## config.mk

```make
export PLATFORM = sky130hd
export DESIGN_NAME = packet_disassembler
export DESIGN_NICKNAME = d
export VERILOG_FILES = /design/src/rtl/packet_disassembler.sv
export SDC_FILE = /design/constraint.sdc
export NUM_CORES = 1
export LEC_CHECK = 0
export ABC_AREA = 1
export BUFFER_PORTS_ARGS = -buffer_cell sky130_fd_sc_hd__buf_2
export CAP_MARGIN = 20
export CORE_AREA = 2 2 100 102
export DETAILED_ROUTE_END_ITERATION = 10
export DIE_AREA = 0 0 102 104
export GPL_TIMING_DRIVEN = 1
export PLACE_DENSITY = 0.75
export SYNTH_ARGS = -nofsm -noshare
export SYNTH_HDL_FRONTEND = slang
export SYNTH_SLANG_ARGS = --single-unit
```

## constraint.sdc

```tcl
create_clock -name rxclk -period 2.2 [get_ports rxclk]
set_input_delay 0.11 -clock rxclk [delete_from_list [all_inputs] [get_ports rxclk]]
set_output_delay 0.11 -clock rxclk [all_outputs]
set_load 0.01 [all_outputs]
```

## src/rtl/packet_disassembler.sv

```systemverilog
// packet_disassembler: splits 256-word host packets from the USB FIFO into per-channel and command FIFO writes.
//   rxclk/reset        : clock, synchronous active-high reset
//   usb_fifodata/usb_empty/usb_rdreq : USB FIFO read side; data is valid the cycle after usb_rdreq
//   chan_have_space/cmd_have_space   : target FIFOs can accept a full payload
//   adctime            : free-running sample time, used only when LATE_DISCARD_EN is defined
//   chan_data/chan_wrreq, cmd_data/cmd_wrreq : payload writes, one cycle after the word is read
//   pkt_timestamp/pkt_burst : fields of the current packet
//   pkt_start/drop_pulse/err_pulse : one pulse per packet: forwarded, discarded or malformed
//   debugbus           : {usb_empty, usb_rdreq, state, err_pulse, drop_pulse, pkt_start}
// Build option LATE_DISCARD_EN: discard packets whose timestamp is already behind adctime.
module packet_disassembler #(
    parameter int NUM_CHAN   = 1,
    parameter int MAXPAYLOAD = 504
) (
    input  logic                rxclk,
    input  logic                reset,
    input  logic [15:0]         usb_fifodata,
    input  logic                usb_empty,
    output logic                usb_rdreq,
    input  logic [NUM_CHAN:0]   chan_have_space,
    input  logic                cmd_have_space,
    input  logic [31:0]         adctime,
    output logic [15:0]         chan_data,
    output logic [NUM_CHAN:0]   chan_wrreq,
    output logic [15:0]         cmd_data,
    output logic                cmd_wrreq,
    output logic [31:0]         pkt_timestamp,
    output logic [1:0]          pkt_burst,
    output logic                pkt_start,
    output logic                drop_pulse,
    output logic                err_pulse,
    output logic [7:0]          debugbus
);
    localparam logic [2:0] IDLE    = 3'd0;
    localparam logic [2:0] HDR1    = 3'd1;
    localparam logic [2:0] HDR2    = 3'd2;
    localparam logic [2:0] TS_LO   = 3'd3;
    localparam logic [2:0] TS_HI   = 3'd4;
    localparam logic [2:0] PAYLOAD = 3'd5;
    localparam logic [2:0] DISCARD = 3'd6;

    logic [2:0]        r_state;
    logic              r_rd_d;
    logic [7:0]        r_wcnt;
    logic [8:0]        r_len;
    logic [NUM_CHAN:0] r_sel;
    logic              r_is_cmd;
    logic              w_last;
    logic              w_hdr_bad;
    logic              w_is_data;
    logic              w_is_cmd;
    logic              w_space;
    logic              w_wr;
    logic [NUM_CHAN:0] w_sel;

    // wcnt+rd_d words have been requested; stop once the in-flight word is word 255
    assign w_last    = r_rd_d && (r_wcnt == 8'hFF);
    assign usb_rdreq = ~usb_empty && ~w_last;
    assign w_hdr_bad = (|usb_fifodata[15:13]) || (usb_fifodata[8:0] > 9'(MAXPAYLOAD)) || usb_fifodata[0];
    assign w_sel     = (NUM_CHAN+1)'(1) << usb_fifodata[4:0];
    assign w_is_data = usb_fifodata[4:0] <= 5'(NUM_CHAN);
    assign w_is_cmd  = usb_fifodata[4:0] == 5'h1F;
    assign w_space   = w_is_cmd ? cmd_have_space : |(chan_have_space & w_sel);
    // payload word k = wcnt-4 carries bytes 2k and 2k+1
    assign w_wr      = {r_wcnt - 8'd4, 1'b0} < r_len;
    assign debugbus  = {usb_empty, usb_rdreq, r_state, err_pulse, drop_pulse, pkt_start};

`ifdef LATE_DISCARD_EN
    logic [31:0] w_ts;
    logic [31:0] w_diff;
    logic        w_late;
    assign w_ts   = {usb_fifodata, pkt_timestamp[15:0]};
    assign w_diff = w_ts - adctime;
    // all-ones timestamp means "send now"
    assign w_late = w_diff[31] && (w_ts != 32'hFFFF_FFFF);
`else
    logic w_late;
    logic w_unused_adctime;
    assign w_late           = 1'b0;
    assign w_unused_adctime = ^adctime;
`endif

    always_ff @(posedge rxclk) begin
        if (reset) begin
            r_state       <= IDLE;
            r_rd_d        <= 1'b0;
            r_wcnt        <= 8'd0;
            r_len         <= 9'd0;
            r_sel         <= '0;
            r_is_cmd      <= 1'b0;
            chan_data     <= 16'd0;
            chan_wrreq    <= '0;
            cmd_data      <= 16'd0;
            cmd_wrreq     <= 1'b0;
            pkt_timestamp <= 32'd0;
            pkt_burst     <= 2'd0;
            pkt_start     <= 1'b0;
            drop_pulse    <= 1'b0;
            err_pulse     <= 1'b0;
        end else begin
            r_rd_d     <= usb_rdreq;
            r_wcnt     <= r_wcnt + {7'd0, r_rd_d};
            chan_wrreq <= '0;
            cmd_wrreq  <= 1'b0;
            pkt_start  <= 1'b0;
            drop_pulse <= 1'b0;
            err_pulse  <= 1'b0;
            case (r_state)
                IDLE: if (!usb_empty) r_state <= HDR1;
                HDR1: if (r_rd_d) begin
                    r_len     <= usb_fifodata[8:0];
                    err_pulse <= w_hdr_bad;
                    r_state   <= w_hdr_bad ? DISCARD : HDR2;
                end
                HDR2: if (r_rd_d) begin
                    pkt_burst  <= usb_fifodata[12:11];
                    r_sel      <= w_sel;
                    r_is_cmd   <= w_is_cmd;
                    err_pulse  <= !(w_is_data || w_is_cmd);
                    drop_pulse <= (w_is_data || w_is_cmd) && !w_space;
                    r_state    <= ((w_is_data || w_is_cmd) && w_space) ? TS_LO : DISCARD;
                end
                TS_LO: if (r_rd_d) begin
                    pkt_timestamp[15:0] <= usb_fifodata;
                    r_state             <= TS_HI;
                end
                TS_HI: if (r_rd_d) begin
                    pkt_timestamp[31:16] <= usb_fifodata;
                    pkt_start            <= !w_late;
                    drop_pulse           <= w_late;
                    r_state              <= w_late ? DISCARD : PAYLOAD;
                end
                PAYLOAD: if (r_rd_d) begin
                    if (w_wr && r_is_cmd) begin
                        cmd_data  <= usb_fifodata;
                        cmd_wrreq <= 1'b1;
                    end
                    if (w_wr && !r_is_cmd) begin
                        chan_data  <= usb_fifodata;
                        chan_wrreq <= r_sel;
                    end
                    if (w_last) r_state <= IDLE;
                end
                DISCARD: if (w_last) r_state <= IDLE;
                default: r_state <= IDLE;
            endcase
        end
    end
endmodule

```

After elaboration in Yosys (flattened, before gate mapping)
Cells that the tools add are included.

Register bits after elaboration: 96. Input bits: 54. Output and inout bits: 81. Logic and storage cells: 86.

Add/subtract/negate cells: 2. Order comparisons: 3. Equal/unequal tests: 14. Shifts and indexed selects: 1. Mux-type cells: 16. Bitwise logic cells: 8. Reduce and logical (&&, ||, !) cells: 26.

Operators by type and width (count): two-way mux 3 bit (9); one-hot mux 3 bit (7 select lines) (1); inequality test 2 bit, second input constant (6); == test 3 bit, second input constant (3); > comparator 9 bit, second input constant (1); < comparator 9 bit (1); OR reduction 3 bit (3); adder 8 x 1 -> 8 bit (1); == test 8 bit, second input constant (1); AND reduction 2 bit (4); subtractor 8 x 3 -> 8 bit, second input constant (1); inverter 1 bit (7); == test 3 x 2 -> 1 bit, second input constant (2); logical AND 1 bit (6); AND reduction 3 bit (2); AND reduction 6 bit (1); == test 5 bit, second input constant (1); less-or-equal comparator 5 x 1 -> 1 bit, second input constant (1); two-way mux 1 bit (5); << shifter 1 x 5 -> 2 bit, first input constant (1); OR reduction 2 bit (2); OR reduction 4 bit (1); == test 3 x 1 -> 1 bit, second input constant (1); zero test 1 bit (3); other kinds (4) (6).

Longest topological paths before layout
Gate-level depths: netlist of run 1.

Depth after elaboration: 8. Gate-level depth with buffers: 14. Mapped depth without buffers: 13.

Least setup slack after synthesis of run 1
OpenSTA, ideal clock, no wires.

Path type: reg2reg. Start: register r_wcnt[4]. End: register cmd_data[10]. Library setup time: 0.113 ns. Arrival: 1.991 ns. Required time: 2.087 ns. Setup slack: 0.096 ns. Cell stages (with the launch flop): 13. Buffers on the path: 2. Period minus slack after synthesis: 2.104 ns. Cells stage by stage: dfxtp_1 buf_2 inv_1 nand3_1 nor3_1 xor2_1 ha_1 a21oi_1 o21a_1 nand4_4 buf_2 nor2_1 nor2_1.

Word-level cells in the longest chain between the ends: 4.

RTL lines: start, declared (RTL line 44) `logic [7:0] r_wcnt;`; start signal, assigned (RTL line 102) `r_wcnt <= r_wcnt + {7'd0, r_rd_d};`; subtractor 8 x 3 -> 8 bit (RTL line 65) `assign w_wr = {r_wcnt - 8'd4, 1'b0} < r_len;`; < comparator 9 bit (RTL line 65); logical AND 1 bit (RTL line 134) `if (w_wr && r_is_cmd) begin`; AND reduction 3 bit (no source line); end signal, assigned (RTL line 135) `cmd_data <= usb_fifodata;`; end, declared (RTL line 25) `output logic [15:0] cmd_data,`.

No other way between the ends. A chain may end at the register's enable or synchronous reset.

Worst setup path in the final report of run 1
Start: register r_wcnt[3]. End: register cmd_data[9].

The elaborated chain is that of the path after synthesis.

==> results.ini, run 1 <==
[placement]
dp_hpwl_mm=8.11
place_ws_ns=-0.0606
gp_congestion=0.865
io_buffers=102

[floorplanning]
dieArea_um2=10600
die_w_um=102
io_pins=135
fp.dieH_um=104
rows=36
start_util=0.447
core-area_um2=9550

[logic_synthesis]
synth_cells=593
ys_warn_count=0
synth-simple-area-share=0.304
synthAdderAreaFrac=0.0351
synthMuxAreaShare=0
ys_ff_latch=96
synth_top_family_by_area=simple AND/OR/NAND/NOR gates
netlist_area_um2=4270
synth_top_cell_area_share=0.450
synth_nets=659
syn_area_per_cell_um2=7.20
synth-compound-area-share=0.0926
synthXorXnorAreaFrac=0.0103
yosys-top-cells-area=dfxtp_1, nor2_1, nand2_1
ys_types=30
synth_largest_area_cell=dfxtp_1
seq_area_frac_synth=0.450

[power]
p_per_area_nw_per_um2=748
seq_power_share=0.482
swShare=0.307
ir_drop_v=0.000420
p_leak_nw=2.63
p_int_w=0.00275
p_switching_w=0.00122
power_frac_comb=0.193
p_clk_frac=0.326

[sta]
fin_ws_ns=-0.0757
slew_violations=0
fin_crit_sh=1.03
finalCriticalPeriod_ns=2.28
setup_viol=8
fmaxAchievable_mhz=439
tightestPinTransition_ns=0.606
hold_viol=0
rsz0062_at_grt=true
finalSetupTns_ns=-0.130
fin_skew_ns=0.0137
max-slew-margin-rel=0.595

[final_layout]
multi_input_area_um2=2000
area_growth_pct=24.4
fin_nets=759
drive_gt1_frac=0.254
diodes=0
ff_latch_area_um2=1920
fill_cells=887

[route]
vias_per_cell=4.94
wirelength_mm=12.1
route.met2.wl_mm=6.18
drt_first_pass_iters=6
ant_nets=0
wl_met1_mm=4.94
vias=4103
dr.first_iter.drc_count=258
drc_errors=0
dr.max_layer_used=met4
routedWlPerCell_um=14.6
route.met3.wl_um=784

[cts]
cts.sinks=96
cts_buffers=9
clk_latency_ns=0.37
cts_tree=built
path_clk_slew_ns=0.10
cts.htree.levels=3
clock_path_buffers=2
cts_root_buffer=clkbuf_8

[run]
drv_cap=0

[setup_path]
cp.required_ns=2.50
crit_path_end_kind=flip-flop
cp_max_fo=5
r2r-start=r_wcnt[3]$_SDFF_PP0_
setup.worst_path.class=flip-flop to flip-flop
worstPathArrival_ns=2.57
crit_path_start=r_wcnt[3]$_SDFF_PP0_
crit_path_start_kind=flip-flop

[global_routing]
grt_max_degree=50
gr-total-overflow=0
track_usage=0.227
antenna_found_initial=0
grt_pass1_vias=3818
grt_pass1_wl_mm=18.8

[run_status]
outcome=finished, violations left
violations=setup timing

[min_path]
min_path_type=input port to flip-flop
hold_start=usb_fifodata[10]

==> layout by cell type (no fill, tap or decap), types with 2 or more instances in the layout <==
| cell | n |
|---|---|
| nor3_1 | 5 |
| inv_1 | 63 |
| nand3b_1 | 2 |
| clkbuf_16 | 3 |
| buf_6 | 2 |
| dfxtp_2 | 2 |
| dfxtp_1 | 94 |
| o21ai_0 | 31 |
| buf_2 | 102 |
| nand3_2 | 2 |
| o21ai_1 | 2 |
| nand2_4 | 2 |
| buf_4 | 9 |
| clkbuf_8 | 10 |
| nor2_2 | 8 |
| xor2_1 | 4 |
| ha_1 | 11 |
| inv_2 | 4 |
| nand2_1 | 107 |
| bufinv_16 | 2 |
| nor2_1 | 120 |
| nand2_2 | 12 |
| nand4_4 | 2 |
| nand3_1 | 29 |
| nand4_1 | 4 |
| buf_12 | 3 |
| clkinv_2 | 2 |
| a21oi_1 | 42 |
| nor2_4 | 3 |
==> final timing paths <==
check	end	slack, ns	cells past startpoint
hold / removal	chan_data[10]$_SDFFE_PP0P_	0.07	3
hold reg to reg	r_len[0]$_SDFFE_PP0P_	0.46	2
setup / recovery	cmd_data[9]$_SDFFE_PP0P_	-0.08	12
setup reg to reg	cmd_data[9]$_SDFFE_PP0P_	-0.08	12
==> cell families after synthesis <==
kind of cell / after synthesis
adders and majority gates: 12
xor gates and xnor gates: 5
DFF: 96
AOI/OAI and AO/OA: 78
buffers and inverters: 99
and+or+nand+nor: 303
==> power groups by stage <==
stage / combinational [W] / sequential (W) / clock, W
after floorplan: 0.000524 / 0.00195 / 0
after global placement: 0.000717 / 0.00195 / 0
after detailed placement: 0.000741 / 0.00195 / 0
after CTS: 0.000747 / 0.00191 / 0.00131
after global routing: 0.000864 / 0.00192 / 0.00137
final: 0.000765 / 0.00191 / 0.00129
==> Yosys cell counts, drive strengths merged <==
cell	count
a21oi	43
and2	1
buf	24
clkbuf	7
dfxtp	96
ha	12
inv	68
nand2	121
nand3	32
nand3b	2
nand4	6
nor2	131
nor3	6
nor3b	3
nor4	1
o211ai	1
o21a	1
o21ai	33
xnor2	1
xor2	4
==> critical path, cell delays in order (launching register included) <==
cell and delay [ns]:
dfxtp_2 0.35, inv_4 0.09, nand3_4 0.09, nor3_4 0.19, xor2_1 0.16, ha_1 0.28, a21oi_2 0.15, o21a_2 0.20
nand4_4 0.19, buf_12 0.21, nand2_2 0.05, nand2_1 0.05, nor2_1 0.18
==> metal layers <==
layer,vias to the layer above,GRT usage
met3,19,0.0531
met5,-,0
met4,0,0.0924
li1,2047,-
met1,1904,0.281
met2,133,0.378
==> registers in the layout, indices dropped and copies added, names as in the netlist <==
register / count
r_state: 3
pkt_burst: 2
err_pulse: 1
cmd_wrreq: 1
r_is_cmd: 1
r_len: 9
pkt_start: 1
cmd_data: 16
drop_pulse: 1
chan_data: 16
chan_wrreq: 2
r_rd_d: 1
pkt_timestamp: 32
r_wcnt: 8
r_sel: 2
==> cell type report <==
| type | count | share of cell area |
|---|---|---|
| clock buffers | 11 | 0.0266 |
| clock inverters | 5 | 0.0148 |
| inverters | 68 | 0.0485 |
| multi-input cells | 398 | 0.376 |
| flip-flops and latches | 96 | 0.362 |
| well taps | 133 | 0.0313 |
| repair buffers | 120 | 0.140 |
==> timing repair <==
action	4_1_cts	5_1_grt
setup buffers	0	2
hold buffers	1	0
endpoints found under the setup margin	34	35
pin swaps	3	13
endpoints found under the hold margin	1	0
gates resized for setup	5	34
cloned	1	3
==> stage by stage <==
step / instance area [um2] / hold slack [ns] / power, W / std cells / utilization
finish: 5310 / 0.0673 / 0.00397 / 831 / 0.556
global route: 5310 / 0.0428 / 0.00416 / 831 / 0.556
CTS: 5130 / 0.0484 / 0.00396 / 826 / 0.537
detailed placement: 4860 / 0.343 / 0.00269 / 808 / 0.509
global placement: 4860 / 0.337 / 0.00266 / 808 / 0.509
floorplan: 4270 / 0.188 / 0.00247 / 593 / -
Note: power is estimated with default switching activity, not from simulation.
==> inputs of run 2 (changes only) <==
Clock period 2.2 ns to 2 ns, I/O delays scaled along.
==> run 2 against run 1 <==
The run still ends with setup timing left; critical endpoint is now cmd_data[6]$_SDFFE_PP0P_; clock skew shrank 0.0060 ns; maximum frequency grew 6.9%; cell area shrank 0.47%; critical path depth is the same; clock power is essentially flat; combinational power grew 9.4%; sequential share of layout area grew 0.20 points; die area is the same; hold slack lost 0.030 ns; non-clock buffer count grew 6; total power grew 5.8%.
==> results.ini, run 2 (synthesis results as in run 1) <==
[final_layout]
diodes=0  ; unchanged
largest_reg_flops=32  ; unchanged
reg_top3=pkt_timestamp (32), chan_data (16), cmd_data (16)
fill_cells=922  ; +3.9%
drive_gt1_frac=0.268  ; +0.0142
final_cell_mix=nor2_1, buf_2, nand2_1, dfxtp_1, inv_1
top_register=pkt_timestamp
final_area_um2=5290  ; -0.47%
area_growth_pct=23.8
ff_latch_area_um2=1930  ; about the same
multi_input_area_um2=1990  ; -0.19%
final_common_cell=nor2_1
fin_nets=765  ; +0.79%

[route]
drc_errors=0  ; unchanged
vias=4057  ; -1.1%
drt_first_pass_iters=4  ; -2
ant_nets=0  ; unchanged
vias_per_cell=4.86  ; -1.6%
routedWlPerCell_um=14.0  ; -3.8%
wirelength_mm=11.7  ; -3.4%
dr.first_iter.drc_count=307  ; +19%

[setup_path]
crit_path_start_kind=flip-flop
setup.worst_path.class=flip-flop to flip-flop
worstPathArrival_ns=2.43  ; -0.14 ns
cpMostUsedCell=nand2_1
cp_slowest_cell=dfxtp_2
critPathMaxStageDelay_ns=0.35  ; about the same
crit_path_end_kind=flip-flop
critPathTopFamily=simple AND/OR/NAND/NOR gates
path_cells=inv_4 > nand3_4 > nor3_4 > xor2_1 > ha_1 > a21oi_2 > o21a_2 > nand4_4 > buf_12 > nand2_1 > nand2_1 > nor2_1
cp_max_fo=14  ; +9
cp_num_buf_inv=2  ; unchanged
cp.required_ns=2.31  ; -0.19 ns

[global_routing]
gr-total-overflow=0  ; unchanged
met2_usage=0.341  ; -0.0371
grt_util_met3=0.0517  ; -0.00134
use_met1=0.285  ; +0.00447
grt_max_degree=40  ; -20%
track_usage=0.215  ; -0.0124
grt_pass1_wl_mm=18.1  ; -3.5%
busiest_layer=met2
grt_pass1_vias=3684  ; -3.5%
antenna_found_initial=0  ; unchanged

[floorplanning]
start_util=0.447  ; unchanged
fp.dieH_um=104  ; unchanged
rows=36  ; unchanged
core-area_um2=9550  ; unchanged
io_pins=135  ; unchanged
die_w_um=102  ; unchanged
dieArea_um2=10600  ; unchanged

[power]
ir_drop_v=0.000428  ; +2.0%
p_leak_nw=2.62  ; -0.65%
total_power_w=0.00420  ; +5.8%
p_per_area_nw_per_um2=795  ; +6.3%

[sta]
max-slew-margin-rel=0.655  ; +0.0595
fmaxAchievable_mhz=470  ; +6.9%
setup_viol=34  ; +26
tightestPinTransition_ns=0.516  ; -0.0899 ns
finalSetupTns_ns=-3.42  ; -3.29 ns
slew_violations=0  ; unchanged
fin_ws_ns=-0.130  ; -0.0541 ns
finalCriticalPeriod_ns=2.13  ; -0.146 ns
rsz0062_at_grt=true
fin_skew_ns=0.00773  ; -0.00596 ns
hold_viol=0  ; unchanged
fin_crit_sh=1.06  ; +0.0305

[cts]
cts_tree=built
path_clk_slew_ns=0.09  ; about the same
clk_latency_ns=0.36  ; about the same
cts.htree.levels=3  ; unchanged
cts_root_buffer=clkbuf_8
cts.sinks=96  ; unchanged
clock_path_buffers=2  ; unchanged
cts_buffers=9  ; unchanged

[placement]
dp_hpwl_mm=8.00  ; -1.5%
io_buffers=102  ; unchanged
gp_congestion=0.832  ; -3.7%
dpl-instance-area_um2=4930  ; +1.4%
place_ws_ns=-0.137  ; -0.0768 ns

[run_status]
violations=setup timing
outcome=finished, violations left

[min_path]
min_path_type=input port to flip-flop

[run]
drv_cap=0  ; unchanged

-- run 2: changes by cell type in the layout (fill, tap and decap cells not counted), sizes merged --
cell / previous run / this run
clkbuf: 14 / 12
clkinv: 2 / 3
bufinv: 2 / 1
inv: 69 / 67
buf: 116 / 124
-- run 2: routing by layer --
metal	wire length (um)	vias to the layer above
li1	-	2057
met1	5180	1883
met2	5730	100
met3	599	17
met4	193	0
met5	0	-
-- run 2: worst paths after layout --
path                         start                         to  slack, ns  cells after the start
max           r_wcnt[2]$_SDFF_PP0_   cmd_data[6]$_SDFFE_PP0P_      -0.13                     12
max reg2reg   r_wcnt[2]$_SDFF_PP0_   cmd_data[6]$_SDFFE_PP0P_      -0.13                     12
min               usb_fifodata[10]  cmd_data[10]$_SDFFE_PP0P_       0.04                      3
min reg2reg  r_len[0]$_SDFFE_PP0P_      r_len[0]$_SDFFE_PP0P_       0.46                      2
-- run 2: final cells by class --
class                      count  area share
clock buffer                  11      0.0267
clock inverter                 3     0.00828
inverter                      68      0.0492
multi-input combinational    398       0.377
sequential                    96       0.364
tap                          133      0.0315
timing repair buffer         126       0.143
-- run 2: per-stage QoR --
step	cells	utilization	hold slack [ns]
6_report	835	0.554	0.0378
5_1_grt	835	0.554	0.0450
4_1_cts	831	0.538	0.0409
3_5_place_dp	816	0.517	0.333
3_3_place_gp	816	0.517	0.323
2_1_floorplan	593	-	0.178
-- run 2: power breakdown --
| part | total, W | internal [W] | switching, W |
|---|---|---|---|
| Sequential | 0.00210 | 0.00200 | 0.0000987 |
| Clock | 0.00126 | 0.000600 | 0.000661 |
| Combinational | 0.000837 | 0.000282 | 0.000555 |
-- run 2: worst min-delay path, stage by stage --
cell and delay (ns):
buf_2 0.14, nor2_1 0.06, nor2_1 0.08
-- run 2: repair_timing --
item                                    4_1_cts  5_1_grt
buffers inserted                              0        2
endpoints found under the setup margin       35       35
resized for setup                             4       34
pin swaps                                     1        5
hold buffers                                  1        0
gates cloned                                  0        2
endpoints found under the hold margin         1        0
